## src/rtl/dram_dma_arbiter_pkg.sv

```systemverilog
// Shared types and width helpers for the DRAM DMA arbiter.
//
// DMA packet layout (flat vector, dma_pkt_width(caddr) bits):
//   [caddr]     write_not_read
//   [caddr-1:0] cache block address
package dram_dma_arbiter_pkg;

    typedef enum logic [0:0] {
        e_idle    = 1'b0,
        e_wr_data = 1'b1
    } arb_state_e;

    function automatic int dma_pkt_width(input int caddr_width);
        return caddr_width + 1;
    endfunction

    // Width of a requester id; never narrower than one bit.
    function automatic int owner_id_width(input int num_req);
        return (num_req > 1) ? $clog2(num_req) : 1;
    endfunction

    // Width of a beat counter; a single-beat block still gets one bit.
    function automatic int beat_cnt_width(input int beats);
        return (beats > 1) ? $clog2(beats) : 1;
    endfunction

endpackage

```

## src/rtl/dram_dma_rd_tag_fifo.sv

```systemverilog
// In-order FIFO of read-packet owner ids. A read packet pushes its
// requester id when issued; the read-return path pops it after the last
// beat of that block has been delivered.
//
// Ports:
//   clk_i, reset_i  core clock, synchronous active-high reset
//   push_i, data_i  push an owner id (ignored when full)
//   pop_i           drop the head entry (ignored when empty)
//   head_o          owner id at the head
//   empty_o/full_o  occupancy flags
module dram_dma_rd_tag_fifo #(
    parameter int els_p   = 4,
    parameter int width_p = 1
) (
    input  logic               clk_i,
    input  logic               reset_i,
    input  logic               push_i,
    input  logic [width_p-1:0] data_i,
    input  logic               pop_i,
    output logic [width_p-1:0] head_o,
    output logic               empty_o,
    output logic               full_o
);

    localparam int ptr_w = (els_p > 1) ? $clog2(els_p) : 1;
    localparam int cnt_w = $clog2(els_p + 1);

    logic [width_p-1:0] mem_q [els_p];
    logic [ptr_w-1:0]   wptr_q, rptr_q;
    logic [cnt_w-1:0]   count_q;
    logic               push_ok, pop_ok;

    // Explicit wrap so depths that are not a power of two still work.
    function automatic logic [ptr_w-1:0] next_ptr(input logic [ptr_w-1:0] p);
        return (p == ptr_w'(els_p - 1)) ? '0 : p + 1'b1;
    endfunction

    assign empty_o = (count_q == '0);
    assign full_o  = (count_q == cnt_w'(els_p));
    assign push_ok = push_i & ~full_o;
    assign pop_ok  = pop_i & ~empty_o;
    assign head_o  = mem_q[rptr_q];

    always_ff @(posedge clk_i) begin
        if (reset_i) begin
            wptr_q  <= '0;
            rptr_q  <= '0;
            count_q <= '0;
        end else begin
            if (push_ok) wptr_q <= next_ptr(wptr_q);
            if (pop_ok)  rptr_q <= next_ptr(rptr_q);
            unique case ({push_ok, pop_ok})
                2'b10:   count_q <= count_q + 1'b1;
                2'b01:   count_q <= count_q - 1'b1;
                default: ;
            endcase
        end
    end

    // Storage needs no reset: occupancy is tracked by the pointers.
    always_ff @(posedge clk_i) begin
        if (push_ok) mem_q[wptr_q] <= data_i;
    end

endmodule

```

## src/rtl/dram_dma_arbiter.sv

```systemverilog
// Shares one DMA port of the DRAM controller between num_req_p DMA masters.
// Packets are granted round-robin; a write packet locks the arbiter onto
// its owner until the block's write beats have been forwarded, while read
// data returns in issue order to whichever requester issued each read.
//
// Ports:
//   clk_i, reset_i              core clock, synchronous active-high reset
//   req_dma_pkt_i/_v_i/_yumi_o  per-requester packet channel
//   req_dma_data_o/_v_o/_ready_and_i  read beats to requesters (shared bus,
//                               one-hot valid to the read owner)
//   req_dma_data_i/_v_i/_yumi_o per-requester write beats
//   mem_dma_pkt_o/_v_o/_yumi_i  packet to the DRAM controller
//   mem_dma_data_i/_v_i/_ready_and_o  read beats from DRAM
//   mem_dma_data_o/_v_o/_yumi_i write beats to DRAM
module dram_dma_arbiter
    import dram_dma_arbiter_pkg::*;
#(
    parameter int num_req_p     = 2,
    parameter int caddr_width_p = 28,
    parameter int fill_width_p  = 64,
    parameter int block_width_p = 512,
    parameter int rd_tag_els_p  = 4
) (
    input  logic                                               clk_i,
    input  logic                                               reset_i,

    input  logic [num_req_p*dma_pkt_width(caddr_width_p)-1:0] req_dma_pkt_i,
    input  logic [num_req_p-1:0]                               req_dma_pkt_v_i,
    output logic [num_req_p-1:0]                               req_dma_pkt_yumi_o,

    output logic [fill_width_p-1:0]                            req_dma_data_o,
    output logic [num_req_p-1:0]                               req_dma_data_v_o,
    input  logic [num_req_p-1:0]                               req_dma_data_ready_and_i,

    input  logic [num_req_p*fill_width_p-1:0]                  req_dma_data_i,
    input  logic [num_req_p-1:0]                               req_dma_data_v_i,
    output logic [num_req_p-1:0]                               req_dma_data_yumi_o,

    output logic [dma_pkt_width(caddr_width_p)-1:0]            mem_dma_pkt_o,
    output logic                                               mem_dma_pkt_v_o,
    input  logic                                               mem_dma_pkt_yumi_i,

    input  logic [fill_width_p-1:0]                            mem_dma_data_i,
    input  logic                                               mem_dma_data_v_i,
    output logic                                               mem_dma_data_ready_and_o,

    output logic [fill_width_p-1:0]                            mem_dma_data_o,
    output logic                                               mem_dma_data_v_o,
    input  logic                                               mem_dma_data_yumi_i
);

    localparam int pkt_w    = dma_pkt_width(caddr_width_p);
    localparam int beats_lp = block_width_p / fill_width_p;
    localparam int id_w     = owner_id_width(num_req_p);
    localparam int cnt_w    = beat_cnt_width(beats_lp);
    localparam logic [cnt_w-1:0] last_beat = cnt_w'(beats_lp - 1);

    arb_state_e        state_q, state_d;
    logic [id_w-1:0]   rr_q, rr_d;
    logic [id_w-1:0]   wr_owner_q, wr_owner_d;
    logic [cnt_w-1:0]  wr_cnt_q, wr_cnt_d;
    logic [cnt_w-1:0]  rd_cnt_q, rd_cnt_d;

    logic [pkt_w-1:0]        pkt_a   [num_req_p];
    logic [fill_width_p-1:0] wdata_a [num_req_p];
    logic [num_req_p-1:0]    pkt_wnr;
    logic [num_req_p-1:0]    eligible;

    logic              tag_full, tag_empty, tag_push, tag_pop;
    logic [id_w-1:0]   tag_head;

    logic              grant_v;
    logic [id_w-1:0]   grant_id;
    logic [id_w:0]     idx_w;
    logic              pkt_accept;
    logic              wr_active, wr_beat;
    logic              rd_live, rd_beat, rd_last;

    // Unpack the flat requester buses and decide who may bid this cycle.
    // Writes are never held back by the tag FIFO; reads need a free slot.
    for (genvar gi = 0; gi < num_req_p; gi++) begin : g_req
        assign pkt_a[gi]    = req_dma_pkt_i[gi*pkt_w +: pkt_w];
        assign wdata_a[gi]  = req_dma_data_i[gi*fill_width_p +: fill_width_p];
        assign pkt_wnr[gi]  = pkt_a[gi][pkt_w-1];
        assign eligible[gi] = req_dma_pkt_v_i[gi] & (pkt_wnr[gi] | ~tag_full)
                            & (state_q == e_idle) & ~reset_i;
    end

    // Round-robin pick: scan from the farthest candidate back to rr_q so
    // the nearest eligible requester is the one left standing.
    always_comb begin
        grant_v  = 1'b0;
        grant_id = '0;
        idx_w    = '0;
        for (int k = num_req_p - 1; k >= 0; k--) begin
            idx_w = {1'b0, rr_q} + (id_w + 1)'(k);
            if (idx_w >= (id_w + 1)'(num_req_p)) idx_w = idx_w - (id_w + 1)'(num_req_p);
            if (eligible[idx_w[id_w-1:0]]) begin
                grant_v  = 1'b1;
                grant_id = idx_w[id_w-1:0];
            end
        end
    end

    // Packet path
    assign mem_dma_pkt_o      = pkt_a[grant_id];
    assign mem_dma_pkt_v_o    = grant_v;
    assign pkt_accept         = grant_v & mem_dma_pkt_yumi_i;
    assign req_dma_pkt_yumi_o = pkt_accept ? (num_req_p'(1) << grant_id) : '0;

    // Write-data path: only the packet owner is connected, only in e_wr_data.
    assign wr_active           = (state_q == e_wr_data) & ~reset_i;
    assign mem_dma_data_o      = wdata_a[wr_owner_q];
    assign mem_dma_data_v_o    = wr_active & req_dma_data_v_i[wr_owner_q];
    assign wr_beat             = wr_active & mem_dma_data_yumi_i;
    assign req_dma_data_yumi_o = wr_beat ? (num_req_p'(1) << wr_owner_q) : '0;

    // Read-return path: runs regardless of state, steered by the tag head.
    assign rd_live                  = ~tag_empty & ~reset_i;
    assign mem_dma_data_ready_and_o = rd_live & req_dma_data_ready_and_i[tag_head];
    assign req_dma_data_v_o         = (mem_dma_data_v_i & rd_live) ? (num_req_p'(1) << tag_head) : '0;
    assign req_dma_data_o           = mem_dma_data_i;
    assign rd_beat                  = mem_dma_data_v_i & mem_dma_data_ready_and_o;
    assign rd_last                  = rd_beat & (rd_cnt_q == last_beat);

    assign tag_push = pkt_accept & ~pkt_wnr[grant_id];
    assign tag_pop  = rd_last;

    dram_dma_rd_tag_fifo #(
        .els_p   (rd_tag_els_p),
        .width_p (id_w)
    ) u_rd_tag_fifo (
        .clk_i   (clk_i),
        .reset_i (reset_i),
        .push_i  (tag_push),
        .data_i  (grant_id),
        .pop_i   (tag_pop),
        .head_o  (tag_head),
        .empty_o (tag_empty),
        .full_o  (tag_full)
    );

    // Next-state logic. A packet can only be accepted in e_idle and a write
    // beat only in e_wr_data, so the two updates below never collide.
    always_comb begin
        state_d    = state_q;
        rr_d       = rr_q;
        wr_owner_d = wr_owner_q;
        wr_cnt_d   = wr_cnt_q;
        rd_cnt_d   = rd_cnt_q;

        if (pkt_accept) begin
            rr_d = (grant_id == id_w'(num_req_p - 1)) ? '0 : grant_id + 1'b1;
            if (pkt_wnr[grant_id]) begin
                state_d    = e_wr_data;
                wr_owner_d = grant_id;
                wr_cnt_d   = '0;
            end
        end

        if (wr_beat) begin
            // Explicit clear keeps single-beat blocks correct.
            wr_cnt_d = (wr_cnt_q == last_beat) ? '0 : wr_cnt_q + 1'b1;
            if (wr_cnt_q == last_beat) state_d = e_idle;
        end

        if (rd_beat) begin
            rd_cnt_d = rd_last ? '0 : rd_cnt_q + 1'b1;
        end
    end

    always_ff @(posedge clk_i) begin
        if (reset_i) begin
            state_q    <= e_idle;
            rr_q       <= '0;
            wr_owner_q <= '0;
            wr_cnt_q   <= '0;
            rd_cnt_q   <= '0;
        end else begin
            state_q    <= state_d;
            rr_q       <= rr_d;
            wr_owner_q <= wr_owner_d;
            wr_cnt_q   <= wr_cnt_d;
            rd_cnt_q   <= rd_cnt_d;
        end
    end

    // DRAM must never return read data that no requester is waiting for.
    always @(posedge clk_i) begin
        if (!reset_i) begin
            assert (!(mem_dma_data_v_i && tag_empty));
        end
    end

endmodule
```

## config.mk

```make
export PLATFORM = sky130hd
export DESIGN_NAME = dram_dma_arbiter
export DESIGN_NICKNAME = d
export VERILOG_FILES = /design/src/rtl/dram_dma_arbiter_pkg.sv /design/src/rtl/dram_dma_rd_tag_fifo.sv /design/src/rtl/dram_dma_arbiter.sv
export SDC_FILE = /design/constraint.sdc
export NUM_CORES = 1
export LEC_CHECK = 0
export ABC_AREA = 1
export CAP_MARGIN = 20
export CORE_AREA = 2 2 167 169
export DETAILED_ROUTE_END_ITERATION = 7
export DIE_AREA = 0 0 169 171
export DONT_BUFFER_PORTS = 1
export PLACE_DENSITY_LB_ADDON = 0.3
export SLEW_MARGIN = 20
export SYNTH_ARGS = -nofsm -noshare
export SYNTH_HDL_FRONTEND = slang
export SYNTH_SLANG_ARGS = --single-unit
```

## constraint.sdc

```tcl
create_clock -name clk_i -period 3.9 [get_ports clk_i]
set_clock_uncertainty 0.05 [all_clocks]
set_input_delay 1.17 -clock clk_i [delete_from_list [all_inputs] [get_ports clk_i]]
set_output_delay 1.17 -clock clk_i [all_outputs]
set_load 0.05 [all_outputs]
```

After elaboration in Yosys (flattened, before gate mapping):

Memory sizes are Yosys's and may differ from the RTL's. A register that Yosys moved wholly into a read port is not among the register bits.
Cells that the tools add are included.
Widths: inputs -> output; s select.

* add/sub/neg operators: 10
* order comparisons: 9
* equality and inequality tests: 7
* shift-type cells: 3
* mux-type cells: 42
* bitwise operators: 27
* reduce and logical (&&, ||, !) cells: 6

Operators with widths (number)
* $mux 64: 3
* $mux 29: 3
* $mux 1: 23
* $and 1x1->1: 18
* $mux 3: 5
* $mux 2: 7
* $lt 1x2->1 const B: 5
* $add 3x1->3 const B: 3
* $eq 3x3->1 const B: 3
* $eq 2x2->1 const B: 3
* $ge 2x2->1 const B: 3
* $pmux 3 s2: 1
* $reduce_bool 2->1: 3
* $shl 1x1->2 const A: 3
* $not 1->1: 5
* $add 2x1->2 const B: 2
* $not 1->2: 2
* $reduce_and 2->1: 2
* $logic_not 3->1: 1
* $sub 3x1->3 const B: 1
* $add 1x1->2 const B: 1
* $eq 2x1->1 const B: 1
* $ge 1x2->1 const B: 1
* $or 1x1->1: 2
* 2 further kinds: 3

* bits in registers: 16
* bits in writable memories: 4
* bits of input ports: 261
* output and inout bits: 166
* logic and storage cells: 113
* memories kept: 1

Memories
* u_rd_tag_fifo.mem_q: depth 4, bits a word 1, rd ports 1, clocked after memory_dff 1, write ports 1, RTL line dram_dma_rd_tag_fifo.sv:28 `logic [width_p-1:0] mem_q [els_p];`

Depth between registers and ports, before layout:

* depth after elaboration: 17
* gate-level depth with buffers: 17
* depth with buffers taken out: 17

Cells and area by module:

From an unflattened synthesis, not the netlist that was laid out.

* cell total of the unflattened synthesis: 534
* area total of the unflattened synthesis: 2894.0 µm²

Modules (own cells, without submodules)
* dram_dma_arbiter: instances 1, cells an instance 451, area each 2223.4 µm², seq. area each 180.2 µm²
* dram_dma_rd_tag_fifo: instances 1, cells an instance 83, area each 670.6 µm², seq. area each 300.3 µm²

Worst setup path before layout:

No wires, ideal clock.

* path kind: input -> output
* start point: input port reset_i
* end point: output port mem_dma_data_v_o
* arrival: 2.850 ns
* setup slack: -0.170 ns
* cell stages on the path: 2
* path buffers: 1
* cells stage by stage: buf_6 -> nor4_1

* cells in the longest elaborated chain, start to end: 3

Ends and longest elaborated chain
* start, declared: RTL line dram_dma_arbiter.sv:25 `input logic reset_i,`
* $not 1->1: RTL line dram_dma_arbiter.sv:112 `assign wr_active = (state_q == e_wr_data) & ~reset_i;`
* $and 1x1->1: RTL line dram_dma_arbiter.sv:112
* $and 1x1->1: RTL line dram_dma_arbiter.sv:114 `assign mem_dma_data_v_o = wr_active & req_dma_data_v_i[wr_owner_q];`
* end, declared: RTL line dram_dma_arbiter.sv:48 `output logic mem_dma_data_v_o,`

No other way between the ends.

Final worst setup path:

* start point: input port reset_i
* end point: output port mem_dma_pkt_o[2]

* cells in the longest elaborated chain, start to end: 10
* elaborated cells between the ends (all ways): 13

Ends and longest elaborated chain
* $not 1->1 (*): RTL line dram_dma_arbiter.sv:86 `& (state_q == e_idle) & ~reset_i;`
* $and 1x1->1: RTL line dram_dma_arbiter.sv:86
* $mux 1 (not written as such) (2 in a row): RTL line dram_dma_arbiter.sv:98 `if (eligible[idx_w[id_w-1:0]]) begin`
* $mux 1: RTL line dram_dma_arbiter.sv:98
* $mux 1 (*): RTL line dram_dma_arbiter.sv:98
* $not 1->2 (not written as such) (*): RTL line dram_dma_arbiter.sv:106 `assign mem_dma_pkt_o = pkt_a[grant_id];`
* $mux 29 (not written as such) (*) (3 in a row): RTL line dram_dma_arbiter.sv:106
* end, declared: RTL line dram_dma_arbiter.sv:39 `output logic [dma_pkt_width(caddr_width_p)-1:0] mem_dma_pkt_o,`

Mark *: on every way between the ends. The rest lies on a longest branch, timed or not. The select of a mux whose other input is x is not followed.

==> summary.txt <==
Drt
  • Metal-1 WL: 4160 µm
  • DRC Markers: 0
  • 1st-iter DRT viols: 223
  • Post-route ant nets: 0
  • Pre-antenna DRT Iters: 4
  • WL final: slightly above 10000 µm
  • Met3 wire length: 1420 µm
  • Met2 Wirelength: approximately 4300 µm
  • Via-per-instance ratio: 3.42
  • Routed WL per cell: 12.1 µm
  • Top sig layer: met4
  • Vias: 2860

Yosys
  • Yosys warning total: 0
  • Asr flop ratio synth: 0%
  • Primary FF master, synth: dfxtp_1
  • Mapped Cells: 530
  • Mapped cell area: 2870 µm²
  • Number of synthesized flops with an enable pin: 4
  • Seq/Total Area, Yosys: 16.7%
  • Mapped Nets: 802
  • Post-synth cell types: 27
  • Post-synthesis area per instance: 5.42 µm²
  • Yosys reg bits: 22

GRT
  • Total track usage: 6.14%
  • Largest net degree at the start of global routing: 68
  • Antenna violations before repair: 0
  • Vias in the first global route: 2363
  • Global-route wire length before repair: 13400 µm
  • GRT Residual Overflow: 0

Layout
  • Post-route cell area: 3520 µm²
  • Most frequent cells in the layout: nand2_1, inv_1, buf_12, nor2_1, dfxtp_1
  • Area Growth Syn to Fin: 22.7%
  • Commonest non-fill, non-tap cell in the layout: nand2_1
  • Share of layout cells above drive strength 1: between 10% and 20%
  • Nets: 763

Floorplan
  • Initial Util: a little over a tenth
  • Standard-cell row count: between 60 and 70
  • Die area: 28900 µm²
  • I/O pin total: between 400 and 500
  • Core area: 27300 µm²
  • Chip height: ~170 µm
  • Die width: 169 µm

Setup path
  • CP Cell Sequence: inv_4 > nand2_4 > nor2_4 > nand2_2 > inv_2 > nand2_2 > inv_2 > buf_12 > nand2_1 > nand2_1 > buf_12
  • CP max FO: 27
  • CP max stage cell: buf_12
  • Startpoint types: input pin
  • Worst Path Class, Setup: in2out
  • Crit path max-delay family: buffers and inverters
  • Worst R2R Setup Slack: ~1300 ps
  • CP Capture Type: output pin
  • Worst path max stage delay: approximately 190 ps
  • CP arrival: between 2000 and 2500 ps
  • Bufs and invs on worst path: 5
  • Critical Path RT: 2680 ps

Pwr
  • Maximum vdd drop: 129 µV
  • Leak: 1.77 nW
  • PD cells: about 320 nW/µm²

STA
  • Hold Fails Final Rpt: 0
  • Period utilization: 92.2%
  • Final Max Tran Viols: 0
  • Max Freq: 0.278 GHz
  • Final setup vio count: 0
  • Max_slew headroom: 55.0%
  • Worst-Margin Slew: 675 ps
  • Final Critical Period: 3590 ps
  • Setup repair after global routing missed its margin: false
  • Setup TNS: 0 ps

Placed design
  • RD Place Congestion: 0.742
  • HPWL Detailed: 8750 µm
  • I/O Buffers: 0
  • Post-DP Area: 3440 µm²

CTS
  • Clock Sinks: 22
  • CTS Buffer Depth: 2
  • Post-CTS Setup Bufs: 0
  • Post-CTS sizing: 0
  • H-tree depth: 1
  • CTS tree: done
  • Hold Buf Count CTS: 0
  • Clock-pin slew on the worst setup and hold paths: 60 ps
  • Clock Latency Late Sink: 250 ps
  • CTS Root Cell: clkbuf_16
  • Num CTS Buffers: 3

Run status
  • Outcome: finished, final reports clean

Run
  • Max cap viols: 0

Min path
  • Hold Crit Class: reg2reg
logic make-up after synthesis:
group / after synthesis / synth area share, %
and+or+nand+nor: 350 / 48.3
buffers and inverters: 124 / 25.4
AOI/OAI and AO/OA: 23 / 4.53
DFF: 22 / 16.7
adders and majority gates: 11 / 5.05
worst reg2reg max path, stage by stage (launching register included):
cell	delay (ps)
dfxtp_1	310
inv_1	190
nand2_4	100
nor2_4	90
nand2_2	100
inv_2	70
nand2_2	80
buf_12	170
nand2_2	80
nand2_2	100
nand2_4	110
ha_1	140
inv_1	60
fa_1	370
a21oi_1	140
o21ai_0	120
o21ai_0	150
a21oi_1	50
Yosys cell counts (3+ instances only):
library cell | count | share of area (%)
a21oi_1 | 13 | 2.3
inv_2 | 3 | 0.39
o21ai_0 | 7 | 1.2
nor2_1 | 26 | 3.4
nand3_1 | 10 | 1.7
clkbuf_1 | 15 | 2.0
edfxtp_1 | 4 | 4.2
inv_1 | 33 | 4.3
nand2_1 | 300 | 39
nand2_2 | 4 | 0.87
buf_4 | 66 | 17
ha_1 | 10 | 4.4
dfxtp_1 | 18 | 13
buf_2 | 5 | 0.87
layout make-up:
cell class | count | area, µm²
well taps | 346 | 433
clock buffers | 4 | 78.8
inverters | 37 | 141
fillers | 3140 | 23800
diodes | 1 | 2.50
flip-flops and latches | 22 | 482
repair buffers | 43 | 711
multi-input cells | 384 | 1680
registers in the layout, summed over array words and instances (netlist names), named ones only:
| name | count |
|---|---|
| u_rd_tag_fifo.rptr_q | 2 |
| rd_cnt_q | 3 |
| u_rd_tag_fifo.mem_q | 4 |
| state_q | 1 |
| wr_cnt_q | 3 |
| wr_owner_q | 1 |
| u_rd_tag_fifo.wptr_q | 2 |
| u_rd_tag_fifo.count_q | 3 |
| rr_q | 1 |
stage by stage:
step                worst slack, ps  hold slack, ps  power [mW]  std cells  util (%)
finish                          305             412        1.12        837      12.9
CTS                             285             418        1.13        836      12.9
detailed placement              294             409       0.916        832      12.6
floorplan                       159             394       0.911        530         -
global route                    179             439        1.18        836      12.9
global placement                325             410       0.918        832      12.6
routing by layer:
metal	GRT usage, %	vias up
li1	-	1440
met1	8.15	1187
met2	8.59	209
met3	2.43	24
met4	2.97	0
met5	0	-
where the power goes:
part	total (mW)	switching (mW)	internal, mW
Combinational	0.667	0.497	0.170
Sequential	0.241	0.00346	0.237
Clock	0.216	0.0765	0.139
path summary, 6_finish.rpt:
kind         cells past startpoint   startpoint                       end
max                             11      reset_i          mem_dma_pkt_o[2]
min                              2  rd_cnt_q[2]               rd_cnt_q[2]
max reg2reg                     17      state_q  u_rd_tag_fifo.count_q[2]
min reg2reg                      2  rd_cnt_q[2]               rd_cnt_q[2]
Power figures use the tool's default switching activity.
==> edit: new RTL, config.mk and constraints unchanged <==
Change the parameter `rd_tag_els_p` from 4 to 8.
--- a/src/rtl/dram_dma_arbiter.sv
+++ b/src/rtl/dram_dma_arbiter.sv
@@ -19,7 +19,7 @@
     parameter int caddr_width_p = 28,
     parameter int fill_width_p  = 64,
     parameter int block_width_p = 512,
-    parameter int rd_tag_els_p  = 4
+    parameter int rd_tag_els_p  = 8
 ) (
     input  logic                                               clk_i,
     input  logic                                               reset_i,
Formal check against the unedited RTL: same outputs for any inputs over 4 cycles, from zero or initial values and one cycle with reset_i high; that may be too few to reach the edited logic, so the function may still have changed.
==> edit against the unedited design <==
Worst setup slack improved by 0.073 ns. Routed wire length increased by 12%. Critical endpoint is now mem_dma_pkt_o[12]. Register-to-register slack got worse by 0.09 ns. Power increased by 22%. Sequential cell count increased by 8. Sequential power increased by 39%. Utilization increased by 1.8 points. First-iteration DRC count decreased by 5.8%. Largest power group unchanged. Area after synthesis increased by 15%. Cell area increased by 14%.
==> edit: results (changes against the unedited design) <==
outcome - complete, no violations (unchanged)
slack of the worst reg-to-reg path - 1.21 ns (was 1.30 ns)
Multi-input gate area - 1880 sq um (was 1680 sq um)
Post-Syn Nets - 855 (was 802)
Skew-Pair Late Insertion Delay - 0.27 ns (was 0.25 ns)
largest net degree at the start of global routing - 67 (was 68)
clock power share - 28.1% (was 19.2%)
hold path endpoint - wr_cnt_q[1] (was rd_cnt_q[2])
Slowest-stage cell, CP - buf_4 (was buf_12)
hold path startpoint - wr_cnt_q[1] (was rd_cnt_q[2])
met2 WL - 5130 um (was 4250 um)
Worst Hold Slack - 0.427 ns (was 0.412 ns)
Psw - 0.628 mW (was 0.577 mW)
DP Cell Count - 886 (was 832)
CP startpoint - req_dma_pkt_i[57] (was reset_i)
crit-path max cell delay - 0.32 ns (was 0.19 ns)
M1 WL - 4670 um (was 4160 um)
DR WL/cell - 12.7 um (was 12.1 um)
most frequent cells after synthesis - nand2_1, buf_4, inv_1 (unchanged)
H-tree levels - 2 (was 1)
TritonRoute pass-1 iters - 5 (was 4)
DR WL met3 - 1190 um (was 1420 um)
global-route usage over all layers - 7.12% (was 6.14%)
first-pass GRT wire length - 15600 um (was 13400 um)
number of global-route vias before repair - 2669 (was 2363)
initial antenna violation count - 2 (was 0)
Storage cell area - 682 sq um (was 482 sq um)
combinational share of power - 47.5% (was 59.4%)
grt met2 use - 10.8% (was 8.59%)
Post-Layout Cell Count - 895 (was 837)
r2r endpoint - u_rd_tag_fifo.count_q[3] (was u_rd_tag_fifo.count_q[2])
Max FO, Critical Path - 30 (was 27)
Period minus WS final - 3.52 ns (was 3.59 ns)
Layout non-clock buf frac - 17.4% (was 20.2%)
Crit path arrival time - 2.30 ns (was 2.37 ns)
Final GP Congestion - 0.778 (was 0.742)
P_seq - 0.334 mW (was 0.241 mW)
critical path capture point - mem_dma_pkt_o[12] (was mem_dma_pkt_o[2])
Reg2Reg Depth - 11 (was 17)
CTS Buf Count - 5 (was 3)
## edit: cell count changes after synthesis, moves of 3 or more
| cell | change |
|---|---|
| nand4_1 | +5 |
| nand2_1 | +16 |
| buf_1 | +3 |
| edfxtp_1 | +4 |
| nor2_1 | +6 |
| clkbuf_1 | -3 |
| inv_1 | +5 |
| dfxtp_1 | +4 |
## edit: worst register-to-register path, cell delays in order (launching register included)
cell and delay (ns):
dfxtp_1 0.42, nor2_2 0.07, a31oi_1 0.44, nand4_2 0.28, nor2_4 0.23, ha_1 0.26, xor2_1 0.24, nand3_1 0.13
a21oi_1 0.13, o21ai_0 0.12, o21ai_0 0.16, a21oi_1 0.05
## edit: logic make-up (layout without fill, tap and decap cells)
group,count (synthesis),after routing,share of synthesized area [%]
AOI/OAI and AO/OA,28,28,4.79
adders and majority gates,11,11,4.18
and+or+nand+nor,384,384,47.4
DFF,30,30,20.7
xor gates and xnor gates,3,3,0.798
other,0,1,0
buffers and inverters,127,92,22.2
